`src/rtl/cell_truth_sequencer_pkg.sv`:
```
// cell_tb_pkg: shared state encoding, golden cell truth tables and log-record
// constants for the cell truth sequencer.
package cell_tb_pkg;
   typedef enum logic [1:0] {IDLE, WAIT, DONE} state_t;
   localparam logic [7:0] TRUTH_OAI21 = 8'h1F;
   localparam logic [7:0] TRUTH_AOI21 = 8'h07;
   localparam logic [3:0] TRUTH_NAND2 = 4'h7;
   localparam logic [3:0] TRUTH_NOR2  = 4'h1;
   // a log record is log_vec followed by the got/exp bit pair
   localparam int LOG_FLAG_W = 2;
   function automatic int n_vectors(input int n_in);
      return 1 << n_in;
   endfunction
endpackage

```
`src/rtl/cell_truth_sequencer_if.sv`:
```
// cell_truth_sequencer_if: run control, CUT stimulus/response and result/log bus.
interface cell_truth_sequencer_if #(parameter int N_IN = 3);
   logic            start, abort, cut_out;
   logic [N_IN-1:0] cut_in;
   logic            busy, done, pass, fail_valid;
   logic [N_IN:0]   err_count;
   logic [N_IN-1:0] fail_vec, log_vec;
   logic            log_valid, log_got, log_exp;
   modport master(
      output start, abort, cut_out,
      input  cut_in, busy, done, pass, err_count, fail_valid, fail_vec,
             log_valid, log_vec, log_got, log_exp
   );
   modport slave(
      input  start, abort, cut_out,
      output cut_in, busy, done, pass, err_count, fail_valid, fail_vec,
             log_valid, log_vec, log_got, log_exp
   );
endinterface

```
`src/rtl/cell_truth_sequencer_settle_timer.sv`:
```
// settle_timer: loadable down-counter that stops at zero and flags it.
module settle_timer #(
   parameter int SETTLE = 2
) (
   input  logic clk,
   input  logic rst_n,
   input  logic load,
   input  logic dec,
   output logic zero
);
   localparam int W = SETTLE > 1 ? $clog2(SETTLE) : 1;
   logic [W-1:0] cnt;
   always_ff @(posedge clk or negedge rst_n) begin
      if (!rst_n) cnt <= '0;
      else if (load) cnt <= W'(SETTLE - 1);
      else if (dec && cnt != '0) cnt <= cnt - 1'b1;
   end
   assign zero = cnt == '0;
endmodule

```
`src/rtl/cell_truth_sequencer.sv`:
```
// cell_truth_sequencer: walks every input vector through a combinational cell and
// checks each settled response against a golden truth table.
module cell_truth_sequencer
   import cell_tb_pkg::*;
#(
   parameter int N_IN = 3,
   parameter int SETTLE = 2,
   parameter logic [n_vectors(N_IN)-1:0] TRUTH = TRUTH_OAI21
) (
   input logic clk,
   input logic rst_n,
   cell_truth_sequencer_if.slave bus
);
   state_t          state;
   logic [N_IN-1:0] vec;
   logic            tmr_zero, sample, mismatch, tmr_load;
   assign sample   = state == WAIT && tmr_zero;
   // case inequality so an X/Z response is reported rather than masked
   assign mismatch = bus.cut_out !== TRUTH[vec];
   assign tmr_load = !bus.abort && ((state == IDLE && bus.start) || (sample && vec != '1));
   settle_timer #(.SETTLE(SETTLE)) u_timer (
      .clk(clk), .rst_n(rst_n), .load(tmr_load), .dec(state == WAIT), .zero(tmr_zero)
   );
   always_ff @(posedge clk or negedge rst_n) begin
      if (!rst_n) begin
         state          <= IDLE;
         vec            <= '0;
         bus.cut_in     <= '0;
         bus.busy       <= 1'b0;
         bus.done       <= 1'b0;
         bus.pass       <= 1'b0;
         bus.err_count  <= '0;
         bus.fail_valid <= 1'b0;
         bus.fail_vec   <= '0;
         bus.log_valid  <= 1'b0;
         bus.log_vec    <= '0;
         bus.log_got    <= 1'b0;
         bus.log_exp    <= 1'b0;
      end else begin
         bus.done      <= 1'b0;
         bus.log_valid <= 1'b0;
         if (bus.abort) begin
            if (state != IDLE) begin
               state      <= IDLE;
               bus.cut_in <= '0;
               bus.busy   <= 1'b0;
               bus.pass   <= 1'b0;
            end
         end else begin
            case (state)
               IDLE: if (bus.start) begin
                  state          <= WAIT;
                  vec            <= '0;
                  bus.cut_in     <= '0;
                  bus.busy       <= 1'b1;
                  bus.pass       <= 1'b0;
                  bus.err_count  <= '0;
                  bus.fail_valid <= 1'b0;
                  bus.fail_vec   <= '0;
               end
               WAIT: if (tmr_zero) begin
                  bus.err_count <= bus.err_count + {{N_IN{1'b0}}, mismatch};
                  if (mismatch && !bus.fail_valid) begin
                     bus.fail_vec   <= vec;
                     bus.fail_valid <= 1'b1;
                  end
                  bus.log_valid <= 1'b1;
                  bus.log_vec   <= vec;
                  bus.log_got   <= bus.cut_out;
                  bus.log_exp   <= TRUTH[vec];
                  if (vec != '1) begin
                     vec        <= vec + 1'b1;
                     bus.cut_in <= vec + 1'b1;
                  end else begin
                     state    <= DONE;
                     bus.done <= 1'b1;
                  end
               end
               DONE: begin
                  state    <= IDLE;
                  bus.busy <= 1'b0;
                  bus.pass <= bus.err_count == '0;
               end
               default: state <= IDLE;
            endcase
         end
      end
   end
endmodule

```
`src/flat_wrapper.sv`:
```
// flat-port wrapper written by rule: the top's interface ports become plain ports
module cell_truth_sequencer_flat import cell_tb_pkg::*;
#(
   parameter int N_IN = 3,
   parameter int SETTLE = 2,
   parameter logic [n_vectors(N_IN)-1:0] TRUTH = TRUTH_OAI21
)
  (clk, rst_n, bus_start, bus_abort, bus_cut_out, bus_cut_in, bus_busy, bus_done, bus_pass, bus_err_count, bus_fail_valid, bus_fail_vec, bus_log_valid, bus_log_vec, bus_log_got, bus_log_exp);
  cell_truth_sequencer_if #(.N_IN(N_IN)) bus_i ();
  input logic clk;
  input logic rst_n;
  input wire logic [$bits(bus_i.start)-1:0] bus_start;
  input wire logic [$bits(bus_i.abort)-1:0] bus_abort;
  input wire logic [$bits(bus_i.cut_out)-1:0] bus_cut_out;
  output wire logic [$bits(bus_i.cut_in)-1:0] bus_cut_in;
  output wire logic [$bits(bus_i.busy)-1:0] bus_busy;
  output wire logic [$bits(bus_i.done)-1:0] bus_done;
  output wire logic [$bits(bus_i.pass)-1:0] bus_pass;
  output wire logic [$bits(bus_i.err_count)-1:0] bus_err_count;
  output wire logic [$bits(bus_i.fail_valid)-1:0] bus_fail_valid;
  output wire logic [$bits(bus_i.fail_vec)-1:0] bus_fail_vec;
  output wire logic [$bits(bus_i.log_valid)-1:0] bus_log_valid;
  output wire logic [$bits(bus_i.log_vec)-1:0] bus_log_vec;
  output wire logic [$bits(bus_i.log_got)-1:0] bus_log_got;
  output wire logic [$bits(bus_i.log_exp)-1:0] bus_log_exp;
  assign bus_i.start = bus_start;
  assign bus_i.abort = bus_abort;
  assign bus_i.cut_out = bus_cut_out;
  assign bus_cut_in = bus_i.cut_in;
  assign bus_busy = bus_i.busy;
  assign bus_done = bus_i.done;
  assign bus_pass = bus_i.pass;
  assign bus_err_count = bus_i.err_count;
  assign bus_fail_valid = bus_i.fail_valid;
  assign bus_fail_vec = bus_i.fail_vec;
  assign bus_log_valid = bus_i.log_valid;
  assign bus_log_vec = bus_i.log_vec;
  assign bus_log_got = bus_i.log_got;
  assign bus_log_exp = bus_i.log_exp;
  cell_truth_sequencer #(.N_IN(N_IN), .SETTLE(SETTLE), .TRUTH(TRUTH)) u_core (.clk(clk), .rst_n(rst_n), .bus(bus_i));
endmodule
```
`config.mk`:
```
export PLATFORM = sky130hd
export DESIGN_NAME = cell_truth_sequencer_flat
export DESIGN_NICKNAME = d
export VERILOG_FILES = /design/src/rtl/cell_truth_sequencer_pkg.sv /design/src/rtl/cell_truth_sequencer_if.sv /design/src/rtl/cell_truth_sequencer_settle_timer.sv /design/src/rtl/cell_truth_sequencer.sv /design/src/flat_wrapper.sv
export SDC_FILE = /design/constraint.sdc
export NUM_CORES = 1
export LEC_CHECK = 0
export BUFFER_PORTS_ARGS = -buffer_cell sky130_fd_sc_hd__buf_2
export CELL_PAD_IN_SITES_DETAIL_PLACEMENT = 0
export CELL_PAD_IN_SITES_GLOBAL_PLACEMENT = 1
export CORE_ASPECT_RATIO = 0.75
export CORE_MARGIN = 4
export CORE_UTILIZATION = 44
export CTS_CLUSTER_DIAMETER = 200
export DETAILED_ROUTE_END_ITERATION = 10
export GPL_TIMING_DRIVEN = 0
export MAX_ROUTING_LAYER = met4
export PLACE_DENSITY = 0.81
export RECOVER_POWER = 25
export SLEW_MARGIN = 20
export SYNTH_ARGS = -nofsm -noshare
export SYNTH_HDL_FRONTEND = slang
export SYNTH_SLANG_ARGS = --single-unit
```
`constraint.sdc`:
```
create_clock -name clk -period 4.7 [get_ports clk]
set_input_delay 0.235 -clock clk [delete_from_list [all_inputs] [get_ports clk]]
set_output_delay 0.235 -clock clk [all_outputs]
set_load 0.05 [all_outputs]
```
=== Word-level counts from Yosys, hierarchy flattened ===
Memories as Yosys holds them, arrays and structs flattened.
Cells that the tools add are included.

* ROM bits: 8
* Bits in registers: 26
* Memories: 1

{| class="wikitable"
|+ Memories
! memory !! depth !! width !! read ports !! clocked after memory_dff !! write ports !! RTL line !! text
|-
| (name not given) || 8 || 1 || 1 || 0 || 0 || cell_truth_sequencer.sv:19 || <nowiki>assign mismatch = bus.cut_out !== TRUTH[vec];</nowiki>
|}

* Reductions and logical operators: 23
* Mux-type cells: 38
* $add $sub $neg: 3
* Bitwise logic cells: 2
* Equal/unequal tests: 13
* Magnitude comparators: 1

{| class="wikitable"
|+ Operators by type and width
! kind !! count
|-
| $mux W3 || 7
|-
| $mux W1 || 17
|-
| $reduce_and A5 Y1 || 3
|-
| $ne A3 B3 Y1 const B || 4
|-
| $pmux W3 S2 || 2
|-
| $mux W2 || 5
|-
| $mux W4 || 2
|-
| $pmux W4 S2 || 1
|-
| $reduce_and A4 Y1 || 2
|-
| $logic_and A1 B1 Y1 || 6
|-
| $ne A2 B1 Y1 const B || 3
|-
| $pmux W1 S2 || 3
|-
| $reduce_and A3 Y1 || 2
|-
| $reduce_bool A2 Y1 || 3
|-
| $reduce_bool A3 Y1 || 2
|-
| $add A4 B1 Y4 || 1
|-
| $logic_not A4 Y1 || 1
|-
| $lt A3 B4 Y1 const B || 1
|-
| $ne A2 B2 Y1 const B || 2
|-
| $pmux W2 S2 || 1
|-
| $add A3 B1 Y3 const B || 1
|-
| $ne A3 B2 Y1 const B || 1
|-
| $eq A2 B1 Y1 const B || 1
|-
| $eq A2 B2 Y1 const B || 1
|-
| 6 further kinds || 8
|}

=== Logic depth before layout (Yosys ltp) ===
* Depth in word-level cells: 7
* Depth in mapped cells: 9
* Depth with buffers taken out: 9

=== By module ===
A second synthesis with hierarchy kept.

* Cell total of the unflattened synthesis: 100
* Area, all modules: 1,219.9 um^2

{| class="wikitable"
|+ Modules (own cells, without submodules)
! module !! area an instance (um^2) !! times used !! seq. area each (um^2) !! cells each
|-
| cell_truth_sequencer || 1,179.9 || 1 || 625.6 || 97
|-
| settle_timer || 40.0 || 1 || 25.0 || 3
|}

=== Least setup slack after synthesis ===
OpenSTA, ideal clock, no wires.

* Kind: reg-to-reg
* From: register u_core.vec[0]
* To: register u_core.bus.err_count[2]
* Data required time: 4,574 ps
* Period minus slack after synthesis: 1,706 ps
* Arrival time: 1,580 ps
* Setup slack: 2,994 ps
* Cell stages (with the launch flop): 10
* Cell sequence: dfrtp_1 -> inv_1 -> ha_1 -> and2b_1 -> xnor2_2 -> ha_1 -> ha_1 -> o211ai_1 -> xor2_1 -> a21oi_1

* Word-level cells in the longest chain between the ends: 6

{| class="wikitable"
|+ Ends and longest elaborated chain
! element !! RTL line !! text
|-
| from (decl) || cell_truth_sequencer.sv:15 || <nowiki>logic [N_IN-1:0] vec;</nowiki>
|-
| from (signal assigned) || cell_truth_sequencer.sv:72 || <nowiki>vec <= vec + 1'b1;</nowiki>
|-
| $mem_v2 Z8 W1 || -- ||
|-
| $mux W1 (not written as such) || cell_truth_sequencer.sv:19 ||
|-
| $nex A1 B1 Y1 || cell_truth_sequencer.sv:19 ||
|-
| $add A4 B1 Y4 || cell_truth_sequencer.sv:62 || <nowiki>bus.err_count <= bus.err_count + {{N_IN{1'b0}}, mismatch};</nowiki>
|-
| $mux W4 || cell_truth_sequencer.sv:61 || <nowiki>WAIT: if (tmr_zero) begin</nowiki>
|-
| $pmux W4 S2 || cell_truth_sequencer.sv:50 || <nowiki>case (state)</nowiki>
|-
| to (signal assigned) || cell_truth_sequencer.sv:62 ||
|-
| to (decl) || cell_truth_sequencer_if.sv:16 || <nowiki>output cut_in, busy, done, pass, err_count, fail_valid, fail_vec,</nowiki>
|}

No other way between the ends. The select of a mux whose other input is x is not followed.
A chain may end at the register's enable or synchronous reset.

=== Worst setup path after layout ===
Same ends and word-level chain as after synthesis.

==> reports/metrics.csv <==
stage,metric,value,unit
floorplan,starting density of the core,46.8,%
clock_tree,clock sink count,26,
sta,fin crit share,41.2,%
synth,gate count of the mapped netlist,114,
synth,mapped cell area,1250,sq um
synth,Synth top area share,52.2,%
setup_path,R2R cell count,9,
sta,Rel. slew slack,6.49,%
finish,fin util,55.8,%
power,sw frac,33.5,%
power,Sw Pwr,0.204,mW
detailed_routing,routed length per placed instance,13.7,microns
placement,hpwl dp,1870,microns
finish,share of cells above drive strength 1,25.4,%
placement,count of input and output buffers,23,
grt,initial antenna violation count,0,
floorplan,Die Span X,69.5,microns
grt,Congestion Overflow GR,0,
synth,post-synthesis net count,124,
status,outcome,"finished, final reports clean",
finish,Final Cell Area,1490,sq um
synth,Mapped Avg Cell Area,10.9,sq um
clock_tree,# H-tree levels,1,
clock_tree,"Clk Latency, worst-skew pair",0.27,ns
clock_tree,CTS tree,done,
detailed_routing,post-route ant nets,0,
floorplan,Die Span Y,54.1,microns
clock_tree,total CTS buffers,3,
synth,synth unique cells,31,
sta,Worst-Margin Slew,1.40,ns
setup_path,reg2reg setup slack,2.76,ns
detailed_routing,Routed WL,2430,microns
sta,setup TNS,0,ns
setup_path,WS Path Type,register to register,
sta,Final Hold Vio Count,0,
grt,total track usage,15.0,%
power,Combinational Power Share,25.9,%
finish,Layout Cells excl Fill,178,
sta,minimum clock period,1.94,ns
synth,Synth Register Bits,26,
grt,global-route wire length before repair,4170,microns
setup_path,endpoint class of the critical path,register,
clock_tree,Root Buffer,clkbuf_8,
sta,WHS,0.221,ns
floorplan,num ports,25,
job,Max-cap violations,0,
clock_tree,setup repair bufs after CTS,0,
floorplan,core region area,2660,sq um
sta,Max Slew Vio Count,0,
floorplan,die area,3760,sq um
placement,Inst Count DP,173,
setup_path,crit path max fanout,5,
grt,pin count of the biggest net entering global routing,27,
synth,number of synthesis warnings,0,
synth,post-synth top area cell,dfrtp_1,
power,Clock Power Share,30.1,%
power,peak supply drop,0.276,mV
worst_hold_path,worst hold path type,input port to register,
sta,unrepaired setup endpoints after global routing,no,
synth,"Seq/Total Area, Yosys",52.2,%
sta,final setup vio count,0,
detailed_routing,DRT iter0 DRCs,67,
setup_path,worst endpoint required time,4.90,ns
finish,area grow syn2layout,19.3,%
power,leakage,0.781,nW
setup_path,crit path DAT,2.13,ns
placement,Place WS,2.79,ns
detailed_routing,detailed-route DRC error count,0,
power,Flop pwr share,44.0,%
floorplan,site row count,16,
detailed_routing,Via density,4.99,
sta,final worst setup slack,2.76,ns
synth,top post-synthesis cells by area,"dfrtp_1 (52%), nand2_1 (6.9%), ha_1 (5.0%)",
placement,RD Place Congestion,0.696,
power,Pwr Density,410,nW/um^2
clock_tree,clk buf depth,2,
grt,number of global-route vias before repair,874,
power,Pint,0.405,mW
finish,fillers,247,
clock_tree,Clock transition at path regs,0.09,ns
power,Pwr Total,0.609,mW
sta,Setup Skew,0.00738,ns
worst_hold_path,Worst Hold Depth,3,
sta,FMAX,0.516,GHz
finish,NumNets Final,153,
detailed_routing,drt pass-1 iters,3,
finish,Antenna Cells,0,
detailed_routing,vias after detailed routing,888,
finish,"commonest non-fill, non-tap cells in the layout","dfrtp_1 (26), buf_2 (24), nand2_1 (23)",
setup_path,Critical Path Source Type,register,
finish,"leading cell type in the layout, fill and taps excluded",dfrtp_1,
placement,Post-DP Area,1410,sq um
==> per-layer routing <==
| metal | vias up | GRT usage, % | share of wire [%] |
|---|---|---|---|
| li1 | 454 | - | - |
| met1 | 418 | 18.8 | 49 |
| met2 | 14 | 24.4 | 47 |
| met3 | 2 | 4.10 | 3.5 |
| met4 | 0 | 3.90 | 0.37 |
| met5 | - | - | 0 |
==> path summary, 6_finish.rpt <==
path                                       startpoint                      end
worst max-delay path                    u_core.vec[0]  u_core.bus.err_count[2]
worst min-delay path                      bus_cut_out       u_core.bus.log_got
worst max register to register          u_core.vec[0]  u_core.bus.err_count[2]
worst min register to register  u_core.bus.log_vec[2]    u_core.bus.log_vec[2]
max in group asynchronous                       rst_n          u_core.bus.busy
min in group asynchronous                       rst_n   u_core.bus.fail_vec[0]
==> cells by family (layout without fill, tap and decap cells) <==
| kind of cell | Yosys count | in the layout | synth area share (%) |
|---|---|---|---|
| AOI/OAI and AO/OA | 28 | 28 | 16.1 |
| xor gates and xnor gates | 2 | 2 | 2.01 |
| adders and majority gates | 5 | 5 | 5.02 |
| buffers and inverters | 9 | 37 | 3.82 |
| DFF | 26 | 26 | 52.2 |
| muxes | 3 | 3 | 2.41 |
| and+or+nand+nor | 41 | 41 | 18.5 |
==> synth_stat cells <==
cell type	number
a21o_1	3
o21ai_0	9
and3_1	2
dfrtp_1	26
nor2b_4	2
nor2_1	3
a21oi_1	1
and2b_1	1
xnor2_2	1
inv_1	5
a22oi_1	1
mux2i_1	3
a22o_1	5
buf_4	1
o311ai_0	1
nor2b_1	3
xor2_1	1
o21a_1	2
ha_1	5
nor3_1	3
nor3b_4	1
o22ai_1	2
o211ai_1	2
nand2_1	23
o21ai_4	1
buf_2	2
o41ai_1	1
nand3_1	1
or4_1	1
nor2_8	1
buf_6	1
==> repair_timing <==
item,4_1_cts,5_1_grt
endpoints found under the hold margin,26,0
hold buffers,1,0
gates resized for setup,0,0
==> area by class of cell <==
| cell class | count | area (sq um) | share of cell area, % |
|---|---|---|---|
| plain buffers | 4 | 28.8 | 1.94 |
| clock buffers | 3 | 41.3 | 2.78 |
| clock inverters | 1 | 30.0 | 2.02 |
| inverters | 5 | 18.8 | 1.26 |
| repair buffers | 24 | 124 | 8.33 |
| multi-input cells | 79 | 548 | 36.9 |
| well taps | 36 | 45.0 | 3.03 |
| flip-flops and latches | 26 | 651 | 43.8 |
==> flip-flops by register name (all words and copies together) (netlist names) <==
register / count
u_core.bus.err_count: 4
u_core.bus.fail_valid: 1
u_core.bus.fail_vec: 3
u_core.state: 2
u_core.vec: 3
u_core.bus.cut_in: 3
u_core.bus.done: 1
u_core.bus.log_valid: 1
u_core.bus.log_got: 1
u_core.bus.log_vec: 3
u_core.bus.pass: 1
u_core.bus.busy: 1
u_core.u_timer.cnt: 1
u_core.bus.log_exp: 1
==> critical path, cell delays in order (launching register included) <==
cell	delay (ns)
dfrtp_1	0.43
inv_1	0.08
ha_1	0.19
and2b_1	0.25
xnor2_2	0.13
ha_1	0.23
ha_1	0.18
o211ai_1	0.11
xor2_1	0.16
a21oi_1	0.12
==> power by group through the flow <==
stage                     logic [mW]  clock network (mW)  registers (mW)
final                          0.158               0.183           0.268
after global routing           0.172               0.198           0.272
after CTS                      0.161               0.189           0.268
after detailed placement       0.160                   0           0.273
after global placement         0.157                   0           0.271
after floorplan               0.0528                   0           0.336
(Power assumes the default switching activity.)
